===== src/rtl/hash_stream_bridge_pkg.sv =====
// Shared types and sizing helpers for the hash stream bridge.
// Imported by the bridge top and its word packer.
package hash_stream_bridge_pkg;

   typedef enum logic [2:0] {
      ST_IDLE,
      ST_WAIT,
      ST_FILL,
      ST_PUSH,
      ST_DRAIN
   } state_e;

   function automatic int clog2(input int v);
      int r;
      r = 0;
      while ((1 << r) < v) r++;
      return r;
   endfunction

   function automatic int beats_per_word(input int io_w);
      return 32 / io_w;
   endfunction

   function automatic int max2(input int a, input int b);
      return (a > b) ? a : b;
   endfunction

endpackage


===== src/rtl/hash_word_packer.sv =====
// Shifts host beats into a 32-bit word, first beat ending up on top.
// Also owns the shared beat counter used by FILL and DRAIN.
module hash_word_packer
   import hash_stream_bridge_pkg::*;
#(
   parameter int IO_W = 8,
   parameter int CW   = 6
) (
   input  logic            clk,
   input  logic            rst,
   input  logic            clr,
   input  logic            step,
   input  logic            shift,
   input  logic [IO_W-1:0] din,
   output logic [31:0]     word_nxt,
   output logic [CW-1:0]   cnt
);

   logic [31:0]   word_q, word_d;
   logic [CW-1:0] cnt_q, cnt_d;

   always_comb begin
      word_nxt = (word_q << IO_W) | 32'(din);
      word_d   = shift ? word_nxt : word_q;
      cnt_d    = cnt_q;
      if (clr) begin
         cnt_d = '0;
      end else if (step) begin
         cnt_d = cnt_q + CW'(1);
      end
   end

   always_ff @(posedge clk or posedge rst) begin
      if (rst) begin
         word_q <= '0;
         cnt_q  <= '0;
      end else begin
         word_q <= word_d;
         cnt_q  <= cnt_d;
      end
   end

   assign cnt = cnt_q;

endmodule


===== src/rtl/hash_stream_bridge.sv =====
// Bridges a narrow host beat stream to a 32-bit hash core and
// streams the resulting digest back to the host.
module hash_stream_bridge
   import hash_stream_bridge_pkg::*;
#(
   parameter int IO_W      = 8,
   parameter int HASH_W    = 256,
   parameter int MAX_WORDS = 20
) (
   input  logic                               clk,
   input  logic                               rst,
   input  logic                               start,
   input  logic                               rev,
   input  logic                               abort,
   input  logic [IO_W-1:0]                    din,
   input  logic                               rdy,
   output logic                               rq,
   output logic [IO_W-1:0]                    dout,
   output logic                               done,
   output logic                               err,
   output logic [clog2(MAX_WORDS+1)-1:0]      words,
   output logic                               core_start,
   output logic [31:0]                        core_data,
   output logic                               core_rdy,
   input  logic                               core_rq,
   input  logic                               core_done,
   input  logic [HASH_W-1:0]                  core_hash
);

   localparam int BEATS = beats_per_word(IO_W);
   localparam int NOUT  = HASH_W / IO_W;
   localparam int CW    = clog2(max2(BEATS, NOUT) + 1);
   localparam int WW    = clog2(MAX_WORDS + 1);

   state_e            state_q, state_d;
   logic              rq_q, rq_d;
   logic              err_q, err_d;
   logic [WW-1:0]     words_q, words_d;
   logic              core_start_q, core_start_d;
   logic [31:0]       core_data_q, core_data_d;
   logic [HASH_W-1:0] hash_q, hash_d;
   logic              rev_q, rev_d;
   logic              skip_q, skip_d;

   logic              xfer;
   logic              clr;
   logic [CW-1:0]     cnt;
   logic [31:0]       word_nxt;

   assign xfer = rq_q & rdy & ~abort;
   assign clr  = (state_d != state_q);

   hash_word_packer #(
      .IO_W (IO_W),
      .CW   (CW)
   ) u_packer (
      .clk      (clk),
      .rst      (rst),
      .clr      (clr),
      .step     (xfer),
      .shift    (xfer && (state_q == ST_FILL)),
      .din      (din),
      .word_nxt (word_nxt),
      .cnt      (cnt)
   );

   always_comb begin
      state_d      = state_q;
      rq_d         = 1'b0;
      err_d        = err_q;
      words_d      = words_q;
      core_start_d = 1'b0;
      core_data_d  = core_data_q;
      hash_d       = hash_q;
      rev_d        = rev_q;
      skip_d       = 1'b0;
      unique case (state_q)
         ST_IDLE: begin
            if (start) begin
               rev_d        = rev;
               err_d        = 1'b0;
               words_d      = '0;
               core_start_d = 1'b1;
               state_d      = ST_WAIT;
            end
         end
         ST_WAIT: begin
            if (core_done) begin
               hash_d  = core_hash;
               rq_d    = 1'b1;
               state_d = ST_DRAIN;
            end else if (core_rq && !skip_q) begin
               if (words_q < WW'(MAX_WORDS)) begin
                  rq_d    = 1'b1;
                  state_d = ST_FILL;
               end else begin
                  err_d   = 1'b1;
                  state_d = ST_IDLE;
               end
            end
         end
         ST_FILL: begin
            if (xfer) begin
               if (cnt == CW'(BEATS - 1)) begin
                  core_data_d = word_nxt;
                  state_d     = ST_PUSH;
               end
            end else begin
               rq_d = 1'b1;
            end
         end
         ST_PUSH: begin
            // core needs a cycle to drop core_rq after taking a word
            words_d = words_q + WW'(1);
            skip_d  = 1'b1;
            state_d = ST_WAIT;
         end
         ST_DRAIN: begin
            if (xfer) begin
               if (cnt == CW'(NOUT - 1)) begin
                  state_d = ST_IDLE;
               end
            end else begin
               rq_d = 1'b1;
            end
         end
         default: begin
            state_d = ST_IDLE;
         end
      endcase
      if (abort && (state_q != ST_IDLE)) begin
         state_d      = ST_IDLE;
         rq_d         = 1'b0;
         err_d        = err_q;
         words_d      = words_q;
         core_start_d = 1'b0;
         core_data_d  = core_data_q;
         hash_d       = hash_q;
         skip_d       = 1'b0;
      end
   end

   always_ff @(posedge clk or posedge rst) begin
      if (rst) begin
         state_q      <= ST_IDLE;
         rq_q         <= 1'b0;
         err_q        <= 1'b0;
         words_q      <= '0;
         core_start_q <= 1'b0;
         core_data_q  <= '0;
         hash_q       <= '0;
         rev_q        <= 1'b0;
         skip_q       <= 1'b0;
      end else begin
         state_q      <= state_d;
         rq_q         <= rq_d;
         err_q        <= err_d;
         words_q      <= words_d;
         core_start_q <= core_start_d;
         core_data_q  <= core_data_d;
         hash_q       <= hash_d;
         rev_q        <= rev_d;
         skip_q       <= skip_d;
      end
   end

   always_comb begin
      dout = '0;
      if ((state_q == ST_DRAIN) && rq_q) begin
         for (int k = 0; k < NOUT; k++) begin
            if (CW'(k) == cnt) begin
               dout = rev_q ? hash_q[k*IO_W +: IO_W]
                            : hash_q[HASH_W-1-k*IO_W -: IO_W];
            end
         end
      end
   end

   assign rq         = rq_q;
   assign done       = (state_q == ST_DRAIN);
   assign err        = err_q;
   assign words      = words_q;
   assign core_start = core_start_q;
   assign core_data  = core_data_q;
   assign core_rdy   = (state_q == ST_PUSH);

endmodule


===== config.mk =====
export PLATFORM = sky130hd
export DESIGN_NAME = hash_stream_bridge
export DESIGN_NICKNAME = d
export VERILOG_FILES = /design/src/rtl/hash_stream_bridge_pkg.sv /design/src/rtl/hash_word_packer.sv /design/src/rtl/hash_stream_bridge.sv
export SDC_FILE = /design/constraint.sdc
export NUM_CORES = 1
export LEC_CHECK = 0
export CAP_MARGIN = 5
export CORE_MARGIN = 2
export CORE_UTILIZATION = 58
export CTS_CLUSTER_DIAMETER = 60
export DETAILED_ROUTE_END_ITERATION = 10
export PLACE_DENSITY = 0.95
export SLEW_MARGIN = 15
export SYNTH_ARGS = -nofsm -noshare
export SYNTH_HDL_FRONTEND = slang
export SYNTH_SLANG_ARGS = --single-unit

===== constraint.sdc =====
create_clock -name clk -period 25.9 [get_ports clk]
set_input_delay 3.885 -clock clk [delete_from_list [all_inputs] [get_ports clk]]
set_output_delay 3.885 -clock clk [all_outputs]
set_load 0.005 [all_outputs]

==> flow_metrics.py <==
metrics = {
    "status": {
        "status": "completed",
    },
    "synth": {
        "synth_top_area_cell": "dfrtp_1",
        "syn_area_mm2": 0.0182,
        "synth_fa_ha_area_share_pct": 0.343,
        "synthSimpleGateAreaFrac_pct": 21.9,
        "syn_avg_cell_area_um2": 8.83,
        "yosys_warnings": 0,
        "synth_top_flop_cell": "dfrtp_1",
        "synth_edf_count": 0,
        "synth_top_family_by_area": "simple AND/OR/NAND/NOR gates",
        "synthDominantCellAreaShare_pct": 45.4,
        "ys_async_sr_fraction_pct": 100,
        "synth_common_cells": "nand2_1, dfrtp_1, mux2i_1",
        "syn-num-nets": 2344,
        "synth_seq_cells": 331,
        "synth_mux_area_share_pct": 17.9,
        "synth_compound_area_share_pct": 10.3,
        "synth.most_common_cell": "nand2_1",
        "synthTopCellsByArea": "dfrtp_1, nand2_1, mux2i_1, mux2_2, o21ai_0",
        "synth_cell_types": 70,
        "yosysSeqAreaShare_pct": 45.4,
        "syn-instance-count": 2067,
        "synth_xor_area_share_pct": 0.480,
    },
    "setup_path": {
        "max_stage_delay_ns": 0.98,
        "startpoint_type": "register",
        "path_delay_family": "buffers and inverters",
        "r2r-start": "state_q[2]",
        "cp_slowest_cell": "buf_4",
        "path_max_fanout": 139,
        "path_buf_inv": 3,
        "criticalPathCategory": "register to primary output",
        "end_kind": "primary output",
        "worst_ep_required_time_ns": 22.01,
        "worstSetupStartpoint": "rev_q",
        "path_cells": "buf_12, buf_4, mux2i_1, a211o_1, o2111ai_1, a2111oi_2, a211oi_2, o21ai_1, a221oi_2, clkdlybuf4s50_1",
        "crit_arrival_ns": 5.82,
    },
    "run": {
        "cap_violations": 0,
    },
    "global_route": {
        "grt_pass1_vias": 17200,
        "use_met3_pct": 8.59,
        "antenna_found_initial": 3,
        "top_usage_layer": "met2",
        "grt_pass1_wl_mm": 99.5,
        "grt_use_met2_pct": 64.4,
        "use_met1_pct": 51.4,
        "overflow": 0,
        "grt_max_degree": 140,
        "grt_usage_pct": 39.2,
    },
    "layout": {
        "multiInputGateArea_mm2": 0.00931,
        "syn_to_final_growth_pct": 24.8,
        "fin_nets": 2593,
        "ff_latch_area_mm2": 0.00829,
        "final_cells": 2740,
        "nFillCells": 2135,
        "drive_above_1_share_pct": 8.37,
    },
    "hold_path": {
        "min-delay-start": "hash_q[69]",
        "hp-class": "register to register",
    },
    "timing": {
        "fin_worst_skew_ns": 0.0255,
        "rsz0062_at_grt": "no",
        "period_needed_ns": 9.70,
        "finalMaxSlewViolations": 0,
        "hold_viol_final": 0,
        "post-route-period-util_pct": 37.5,
        "tightest_slew_ns": 1.07,
        "setup_violations": 0,
        "relSlewSlack_pct": 28.5,
        "tns_ns": 0,
        "timing.fmax_mhz": 103,
    },
    "cts": {
        "hold_buffers": 0,
        "clockBufferDepth": 3,
        "cts.repair.resized": 0,
        "clk_pin_slew_worst_paths_ns": 0.06,
        "ctsHtreeMaxLevel": 2,
        "post-cts-setup-buffers": 0,
        "cts_tree": "yes",
        "cts-buffers-inserted": 38,
        "cts_root_buffer": "clkbuf_16",
        "insertion_delay_ns": 0.54,
        "cts.sinks": 331,
    },
    "power": {
        "p_total_w": 0.00236,
        "p_leak_nw": 11.1,
        "p_per_area_mw_per_mm2": 104,
        "ir_drop_mv": 0.0665,
    },
    "drt": {
        "vias": 16900,
        "first_pass_iters": 6,
        "drt-initial-drc-count": 1803,
        "drc_errors": 0,
        "antenna_left": 0,
        "drt_wl_total_mm": 65.0,
        "via_per_inst": 6.19,
        "routedWlPerCell_um": 23.7,
    },
    "die": {
        "start_util_pct": 59.3,
        "die_w_um": 181,
        "rows": 64,
        "dieHeight_um": 181,
        "boundaryPins": 322,
        "die_area_mm2": 0.0329,
        "core_area_mm2": 0.0307,
    },
    "placement": {
        "place_hpwl_mm": 47.6,
        "gp_congestion": 1.02,
        "placed_cells": 2671,
        "port_buffers": 321,
    },
}
==> routing by layer <==
metal	vias to the layer above	wire, um
met5	-	13
met4	2	2390
met3	177	6030
met2	960	30500
met1	8273	26000
li1	7536	-
==> kinds of logic after synthesis <==
| logic type | Yosys count |
|---|---|
| buffers and inverters | 134 |
| flip-flops | 331 |
| multiplexers | 314 |
| adder cells (fa/ha/maj) | 5 |
| XOR/XNOR | 10 |
| AO/OA/AOI/OAI | 281 |
| AND/OR/NAND/NOR | 992 |
==> flip-flops by register name, indices dropped and copies added (netlist names) <==
signal / count
core_start: 1
state_q: 3
hash_q: 256
err: 1
u_packer.word_q: 24
rq: 1
skip_q: 1
rev_q: 1
words: 5
u_packer.cnt: 6
core_data: 32
==> worst reg2reg max path: stages (launching register included) <==
cell and delay, ns:
dfrtp_1 0.47, nor2_1 0.37, and3_4 0.74, buf_4 0.85
o21ai_0 0.22, nand3_1 0.29, nor2_1 0.10
==> path summary, 6_finish.rpt <==
path,to,slack [ns],cells past startpoint
min in group asynchronous,hash_q[66],3.85,2
max,dout[2],16.20,10
max reg2reg,u_packer.cnt[2],22.74,6
max in group asynchronous,rev_q,19.82,5
min reg2reg,hash_q[69],0.50,2
min,hash_q[69],0.50,2
==> power by group <==
| group | leakage, nW | switching, W | internal [W] | total, W |
|---|---|---|---|---|
| registers | 4.23 | 0.000256 | 0.000728 | 0.000983 |
| clock network | 0.634 | 0.000220 | 0.000334 | 0.000554 |
| logic | 6.25 | 0.000459 | 0.000361 | 0.000820 |
==> metrics by stage <==
step                setup slack, ns  utilization [%]  area (um^2)  hold slack, ns
CTS                           16.48             74.0        22700           0.500
floorplan                     12.85                -        18200           0.460
global route                  16.12             74.1        22800           0.523
finish                        16.20             74.1        22800           0.501
global placement              17.09             69.8        21400           0.479
detailed placement            17.04             69.8        21400           0.486
==> cells in the final DEF (no fill, tap or decap), drive strengths merged, types with 4 or more instances in the layout <==
cell type and count:
nand3 39, a221oi 15, nor2b 9, nand3b 5
o2111ai 4, clkbuf 53, a2111oi 8, a31oi 8
nor2 69, a211o 4, o221ai 11, a22oi 22
clkdlybuf4s50 321, dfrtp 331, and3 9, mux2 94
o211a 6, xor2 6, xnor2 4, a2111o 5
and2 4, inv 13, a211oi 22, ha 5
o22ai 20, a21oi 60, buf 14, nand2 816
nor3 19, mux2i 220, o21ai 78, nand2b 6
==> final cells by class <==
class,count,area share [%]
Multi-Input combinational cell,1602,40.9
Sequential cell,331,36.4
Tap cell,396,2.18
Clock inverter,13,0.764
Timing Repair Buffer,335,14.7
Antenna cell,2,0.0220
Clock buffer,53,4.91
Inverter,8,0.165
Note: power is estimated with default switching activity, not from simulation.
